## src/rtl/logic_unit_pipe.sv

```systemverilog
// Registered bitwise logic unit with an optional accumulator operand and a
// 2-entry output FIFO carrying {y, zero, parity}, valid/ready on both sides.
module logic_unit_pipe #(
  parameter int WIDTH = 8
) (
  input  logic             clk,
  input  logic             rst_n,
  input  logic             in_valid,
  output logic             in_ready,
  input  logic [2:0]       op,
  input  logic             acc_mode,
  input  logic [WIDTH-1:0] a,
  input  logic [WIDTH-1:0] b,
  output logic             out_valid,
  input  logic             out_ready,
  output logic [WIDTH-1:0] y,
  output logic             zero,
  output logic             parity
);

  typedef enum logic [2:0] {
    OP_AND  = 3'd0,
    OP_OR   = 3'd1,
    OP_NAND = 3'd2,
    OP_NOR  = 3'd3,
    OP_XOR  = 3'd4,
    OP_XNOR = 3'd5,
    OP_NOT  = 3'd6,
    OP_PASS = 3'd7
  } op_e;

  typedef struct packed {
    logic [WIDTH-1:0] y;
    logic             zero;
    logic             parity;
  } entry_t;

  logic [WIDTH-1:0] acc_q, acc_d;
  logic [WIDTH-1:0] bsel, r;
  entry_t           head_q, head_d, tail_q, tail_d, new_e;
  logic [1:0]       count_q, count_d;
  logic             push, pop;

  always_comb begin
    bsel = acc_mode ? acc_q : b;
    // NOTE: the default branch gives r a value on every path, so no latch is inferred.
    case (op_e'(op))
      OP_AND:  r = a & bsel;
      OP_OR:   r = a | bsel;
      OP_NAND: r = ~(a & bsel);
      OP_NOR:  r = ~(a | bsel);
      OP_XOR:  r = a ^ bsel;
      OP_XNOR: r = ~(a ^ bsel);
      OP_NOT:  r = ~a;
      default: r = a;
    endcase
    new_e.y      = r;
    new_e.zero   = (r == '0);
    new_e.parity = ^r;
  end

  // A pop in the same cycle frees a slot, so a full buffer still accepts.
  assign in_ready  = (count_q != 2'd2) | out_ready;
  assign out_valid = (count_q != 2'd0);
  assign push      = in_valid & in_ready;
  assign pop       = out_valid & out_ready;

  always_comb begin
    head_d  = head_q;
    tail_d  = tail_q;
    acc_d   = acc_q;
    count_d = count_q + {1'b0, push} - {1'b0, pop};
    if (push && acc_mode) acc_d = r;
    case (count_q)
      2'd0: if (push) head_d = new_e;
      2'd1: begin
        if (push && pop) head_d = new_e;
        else if (push)   tail_d = new_e;
      end
      default: begin
        if (pop) begin
          head_d = tail_q;
          if (push) tail_d = new_e;
        end
      end
    endcase
  end

  // Head keeps the last popped entry when the buffer drains, which is what y shows.
  always_ff @(posedge clk) begin
    // NOTE: state flops use non-blocking assignment so every flop samples pre-edge values.
    if (!rst_n) begin
      count_q <= 2'd0;
      acc_q   <= '0;
      head_q  <= '{y: '0, zero: 1'b1, parity: 1'b0};
    end else begin
      count_q <= count_d;
      acc_q   <= acc_d;
      head_q  <= head_d;
    end
  end

  // NOTE: the tail slot is storage only; it is never observed before a push writes it, so it has no reset.
  always_ff @(posedge clk) begin
    tail_q <= tail_d;
  end

  assign y      = head_q.y;
  assign zero   = head_q.zero;
  assign parity = head_q.parity;

endmodule

```

## config.mk

```make
export PLATFORM = sky130hd
export DESIGN_NAME = logic_unit_pipe
export DESIGN_NICKNAME = d
export VERILOG_FILES = /design/src/rtl/logic_unit_pipe.sv
export SDC_FILE = /design/constraint.sdc
export NUM_CORES = 1
export LEC_CHECK = 0
export CORE_MARGIN = 4
export CORE_UTILIZATION = 57
export CTS_BUF_LIST = sky130_fd_sc_hd__clkbuf_16
export DETAILED_ROUTE_END_ITERATION = 6
export DONT_BUFFER_PORTS = 1
export GPL_TIMING_DRIVEN = 0
export PLACE_DENSITY = 0.72
export SLEW_MARGIN = 20
export SYNTH_ARGS = -nofsm -noshare
export SYNTH_HDL_FRONTEND = slang
export SYNTH_SLANG_ARGS = --single-unit
```

## constraint.sdc

```tcl
create_clock -name clk -period 3.3 [get_ports clk]
set_clock_uncertainty 0.15 [all_clocks]
set_input_delay 0.495 -clock clk [delete_from_list [all_inputs] [get_ports clk]]
set_output_delay 0.495 -clock clk [all_outputs]
set_load 0.02 [all_outputs]
```

==> results of run 1 <==
-- Yosys cell counts (3+ instances only) --
| cell | n | area share [%] |
|---|---|---|
| nor2b_1 | 5 | 1.4 |
| nand2b_1 | 4 | 1.2 |
| mux2i_1 | 15 | 6.9 |
| nand4_1 | 5 | 1.4 |
| a21oi_1 | 8 | 1.8 |
| dfxtp_1 | 20 | 18 |
| xnor2_1 | 16 | 6.4 |
| clkbuf_1 | 3 | 0.52 |
| xor2_1 | 3 | 1.2 |
| nand2_1 | 20 | 3.5 |
| and2_1 | 4 | 1.2 |
| nor2_1 | 9 | 1.6 |
| edfxtp_1 | 10 | 14 |
| o21ai_1 | 5 | 1.2 |
| o21ai_0 | 8 | 1.8 |
| inv_1 | 25 | 4.3 |
| buf_6 | 6 | 3.1 |
| ha_1 | 23 | 13 |
| nand3_1 | 3 | 0.69 |
| o221ai_1 | 5 | 2.0 |
-- state kept, by name, summed over array words and instances, names as in the netlist --
| name | cells |
|---|---|
| acc_q | 8 |
| y | 8 |
| zero | 1 |
| parity | 1 |
| tail_q | 10 |
| count_q | 2 |
-- power by group through the flow --
stage	sequential, mW	combinational (mW)	clock (mW)
after global routing	0.575	0.521	0.431
after floorplan	0.561	0.375	0
after global placement	0.572	0.446	0
final	0.566	0.453	0.405
after detailed placement	0.575	0.454	0
after CTS	0.568	0.457	0.412
-- metrics by stage --
| step | std cells | setup slack, ns |
|---|---|---|
| after detailed placement | 280 | 0.171 |
| final | 288 | 0.437 |
| after CTS | 288 | 0.429 |
| after global routing | 288 | 0.174 |
| after global placement | 280 | 0.209 |
| after floorplan | 232 | 0.552 |
-- path summary, 6_finish.rpt --
path | slack, ns | end | cells after the start
worst max-delay path | 0.44 | tail_q[7] | 7
worst min-delay path | 0.30 | acc_q[4] | 2
worst max register to register | 0.44 | tail_q[7] | 7
worst min register to register | 0.30 | acc_q[4] | 2
-- routing by layer --
metal	GRT usage (%)	wire (um)
met5	0	0
met1	23.3	1870
met3	5.65	254
met2	28.4	1840
met4	6.38	49
-- final cells by class --
class                           instances  area, um^2
Fill cell                             307        1290
Buffer                                 13         105
Sequential cell                        30         701
Tap cell                               48        60.1
Clock buffer                            5         125
Inverter                               27         101
Multi-Input combinational cell        162        1270
Clock inverter                          3        11.3
-- critical path, stage by stage (launching register included) --
cell and delay (ns):
dfxtp_1 0.33, clkbuf_1 0.22, or2_2 0.40, and2_2 0.23
ha_1 0.21, nor3b_1 0.19, a21oi_1 0.06, nor2b_1 0.70
-- cells by family after synthesis --
logic type      count (synthesis)
flops                          30
fa+ha+maj                      23
buf+inv                        40
simple gates                   62
xor+xnor                       19
mux                            19
compound gates                 39
==> impl_metrics.yaml, run 1 <==
synth:
  synth_compound_area_share_pct: 12.6
  postSynthCellCount: 232
  yosys-mux-area-fraction_pct: 9.21
  yosys_warnings: 0
  ys_ff_latch: 30
  synth_ff_type: "dfxtp_1"
  synthArstFlopShare_pct: 0
  synth-edff-count: 10
  yosys.area_share.simple_pct: 15.5
  synth_seq_area_share_pct: 32.2
  synth.avg_cell_area_um2: 9.37
  synth_xor_area_share_pct: 7.66
  synth_fa_ha_area_share_pct: 13.2
  synthesis.area_um2: 2170
  synth.net_count: 279
  ys_types: 45
  synth_top_family_by_area: "simple AND/OR/NAND/NOR gates"
die:
  ios: 36
  rows: 22
  core_area_um2: 3660
  die_w_um: 69.8
  die_y_um: 69.8
  initial_core_util_pct: 59.4
  dieArea_um2: 4870
clock_tree:
  clock_latency_ns: 0.27
  post-cts-setup-buffers: 0
  clock_path_buffers: 2
  cts_hold_buf: 0
  h-tree-depth: 2
  root_buffer: "clkbuf_16"
  clkTransAtPathRegs_ns: 0.04
  cts_inserted_buffers: 5
  cts_resized: 0
  cts_sinks: 30
  cts_tree: "yes"
placed_design:
  dp_hpwl_um: 3170
  gp_congestion: 0.787
  io_buffers: 0
  place_area_um2: 2230
drt:
  vias_per_cell: 5.42
  avgRoutedWirePerCell_um: 13.9
  wirelength_um: 4020
  drt_iter0_markers: 99
  vias: 1560
  drc: 0
  postRouteAntennaNets: 0
  first_pass_iters: 4
power:
  p_int_mw: 0.946
  clkPwrFrac_pct: 28.5
  pwr-share-seq_pct: 39.8
  leakagePower_nw: 1.09
  finalPower_mw: 1.42
  switching_share_pct: 33.6
  power.density_nw_per_um2: 601
  pwr-share-comb_pct: 31.8
  p_sw_mw: 0.478
  peakVddDrop_v: 0.000474
global_route:
  grt_pass1_wl_um: 7020
  antenna_found_initial: 0
  grt_max_degree: 11
  grtUsageTotal_pct: 18.0
  grt_pass1_vias: 1545
  overflow: 0
cells_and_area:
  layout_common_cells: "27 x inv_1, 23 x ha_1, 20 x nand2_1, 20 x dfxtp_1, 16 x xnor2_1"
  drive_gt1_share_pct: 11.7
  antennaDiodeCount: 0
  area_delta_synth_final_pct: 9.04
  layout_commonest_cell: "inv_1"
  final_area_um2: 2370
  final_nets: 286
  utilization_pct: 64.7
worst_setup_path:
  cp.required_ns: 3.04
  timing.rr.start: "count_q[1]"
  crit_path_max_fanout: 10
  crit_type: "flop to flop"
  worstPathArrival_ns: 2.60
  critPathLaunch: "count_q[1]"
  start_kind: "flop"
  end_kind: "flop"
sta:
  totalNegativeSetupSlack_ns: 0
  whs_ns: 0.296
  drv_slew: 0
  fin_crit_ns: 2.86
  final.period_utilization_pct: 86.8
  tightest_slew_ns: 0.891
  setup_viol: 0
  hold_violations: 0
  rsz0062_at_grt: "false"
  relSlewSlack_pct: 40.5
  clock.fmax_mhz: 349
run:
  maxCapViolations: 0
min_path:
  min_path_type: "flop to flop"
  hp-start: "acc_q[4]"
status:
  status: "finished clean"
Note: power is estimated with default switching activity, not from simulation.
==> inputs of run 2 (changes only) <==
Settings changed: RECOVER_POWER set to 100.
==> run 2 against run 1 <==
- combinational power decreased by 4.4%
- routed wire length is essentially flat
- largest cell class unchanged
- count of clock-buffer cells in the layout did not move
- largest power group unchanged
- global-route usage is the same
- critical endpoint is now zero
- utilization down 0.85 points
- total power shrank 1.2%
==> impl_metrics.yaml, run 2 (synthesis results as in run 1) <==
placed_design:
  io_buffers: 0
  gp_congestion: 0.787
  dp_hpwl_um: 3170
  place_area_um2: 2230
  dp_cells: 280
  pre_cts_ws_ns: 0.171
clock_tree:
  cts_inserted_buffers: 5
  cts_tree: "yes"
  post-cts-setup-buffers: 0
  clkTransAtPathRegs_ns: 0.05
  cts_hold_buf: 0
  clock_latency_ns: 0.27
  clock_path_buffers: 2
  root_buffer: "clkbuf_16"
  cts_resized: 0
  cts_sinks: 30
  h-tree-depth: 2
worst_setup_path:
  worstPathArrival_ns: 2.91
  cp_slowest_cell: "or3b_1"
  cp_num_cells: 9
  start_kind: "flop"
  timing.rr.start: "count_q[1]"
  path_delay_family: "simple AND/OR/NAND/NOR gates"
  cp.required_ns: 3.29
  crit_type: "flop to flop"
  end_kind: "flop"
  slowest_delay_ns: 0.48
  worst_r2r_path_depth: 9
  crit_chain: "or3b_1 > and2_0 > clkbuf_1 > ha_1 > mux2_1 > mux2_1 > clkbuf_1 > o21ai_0 > nand2_1"
  critPathLaunch: "count_q[1]"
  cp_num_buf_inv: 2
  crit_path_max_fanout: 10
cells_and_area:
  n_fill_cell: 308
  instances_no_fill: 288
  final_nets: 286
  drive_gt1_share_pct: 8.33
  multi_input_area_um2: 1240
  layout_common_cells: "27 x inv_1, 23 x ha_1, 20 x nand2_1, 20 x dfxtp_1, 17 x mux2i_1"
  utilization_pct: 63.9
  area_delta_synth_final_pct: 7.60
  regMostFlops: "tail_q"
  antennaDiodeCount: 0
  layout_commonest_cell: "inv_1"
  final_area_um2: 2340
  largest_register_ffs: 10
  ff_latch_area_um2: 701
power:
  clkPwrFrac_pct: 29.0
  finalPower_mw: 1.41
  power.density_nw_per_um2: 602
  p_int_mw: 0.932
  switching_share_pct: 33.7
  leakagePower_nw: 1.07
  peakVddDrop_v: 0.000476
  p_sw_mw: 0.475
  pwr-share-comb_pct: 30.8
  pwr-share-seq_pct: 40.2
sta:
  finalWorstSetupSlack_ns: 0.382
  hold_violations: 0
  rsz0062_at_grt: "false"
  whs_ns: 0.299
  totalNegativeSetupSlack_ns: 0
  tightest_slew_ns: 0.932
  setup_viol: 0
  final.period_utilization_pct: 88.4
  clock.fmax_mhz: 343
  drv_slew: 0
  relSlewSlack_pct: 37.3
  fin_crit_ns: 2.92
global_route:
  grt_pass1_vias: 1545
  antenna_found_initial: 0
  overflow: 0
  grt_max_degree: 11
  grtUsageTotal_pct: 18.0
  grt_pass1_wl_um: 7020
drt:
  avgRoutedWirePerCell_um: 13.9
  drt_iter0_markers: 112
  first_pass_iters: 4
  wirelength_um: 4010
  vias: 1572
  vias_per_cell: 5.46
  postRouteAntennaNets: 0
  drc: 0
min_path:
  min_path_type: "flop to flop"
  hp-start: "acc_q[5]"
  min_delay_path_depth: 2
run:
  maxCapViolations: 0
die:
  core_area_um2: 3660
  ios: 36
  initial_core_util_pct: 59.4
  dieArea_um2: 4870
  die_y_um: 69.8
  rows: 22
  die_w_um: 69.8
status:
  status: "finished clean"
[run 2: area by class of cell]
type | instances | area share (%)
multi-input combinational | 162 | 53.1
sequential | 30 | 30.0
clock buffer | 5 | 5.35
inverter | 27 | 4.33
buffer | 13 | 4.17
tap | 48 | 2.57
clock inverter | 3 | 0.482
[run 2: metal layers]
| layer | up-vias | GRT usage [%] | share of wire [%] | wire (um) |
|---|---|---|---|---|
| met1 | 726 | 23.3 | 46 | 1850 |
| met4 | 0 | 6.38 | 1.2 | 48 |
| met2 | 36 | 28.4 | 46 | 1870 |
| met3 | 4 | 5.65 | 6.2 | 250 |
| met5 | - | 0 | 0 | 0 |
| li1 | 806 | - | - | - |
[run 2: power by group through the flow]
stage                     Clock [mW]  Combinational (mW)  Sequential, mW
final                          0.408               0.433           0.566
after global routing           0.431               0.504           0.575
after CTS                      0.412               0.457           0.568
after detailed placement           0               0.454           0.575
after global placement             0               0.446           0.572
after floorplan                    0               0.375           0.561
[run 2: final timing paths]
path | end | slack [ns]
min reg2reg | acc_q[5] | 0.30
max | zero | 0.38
min | acc_q[5] | 0.30
max reg2reg | zero | 0.38
[run 2: worst min-delay path: stages, from the launching register on]
cell     delay [ns]
dfxtp_1        0.32
nand2_1        0.04
o21ai_0        0.05
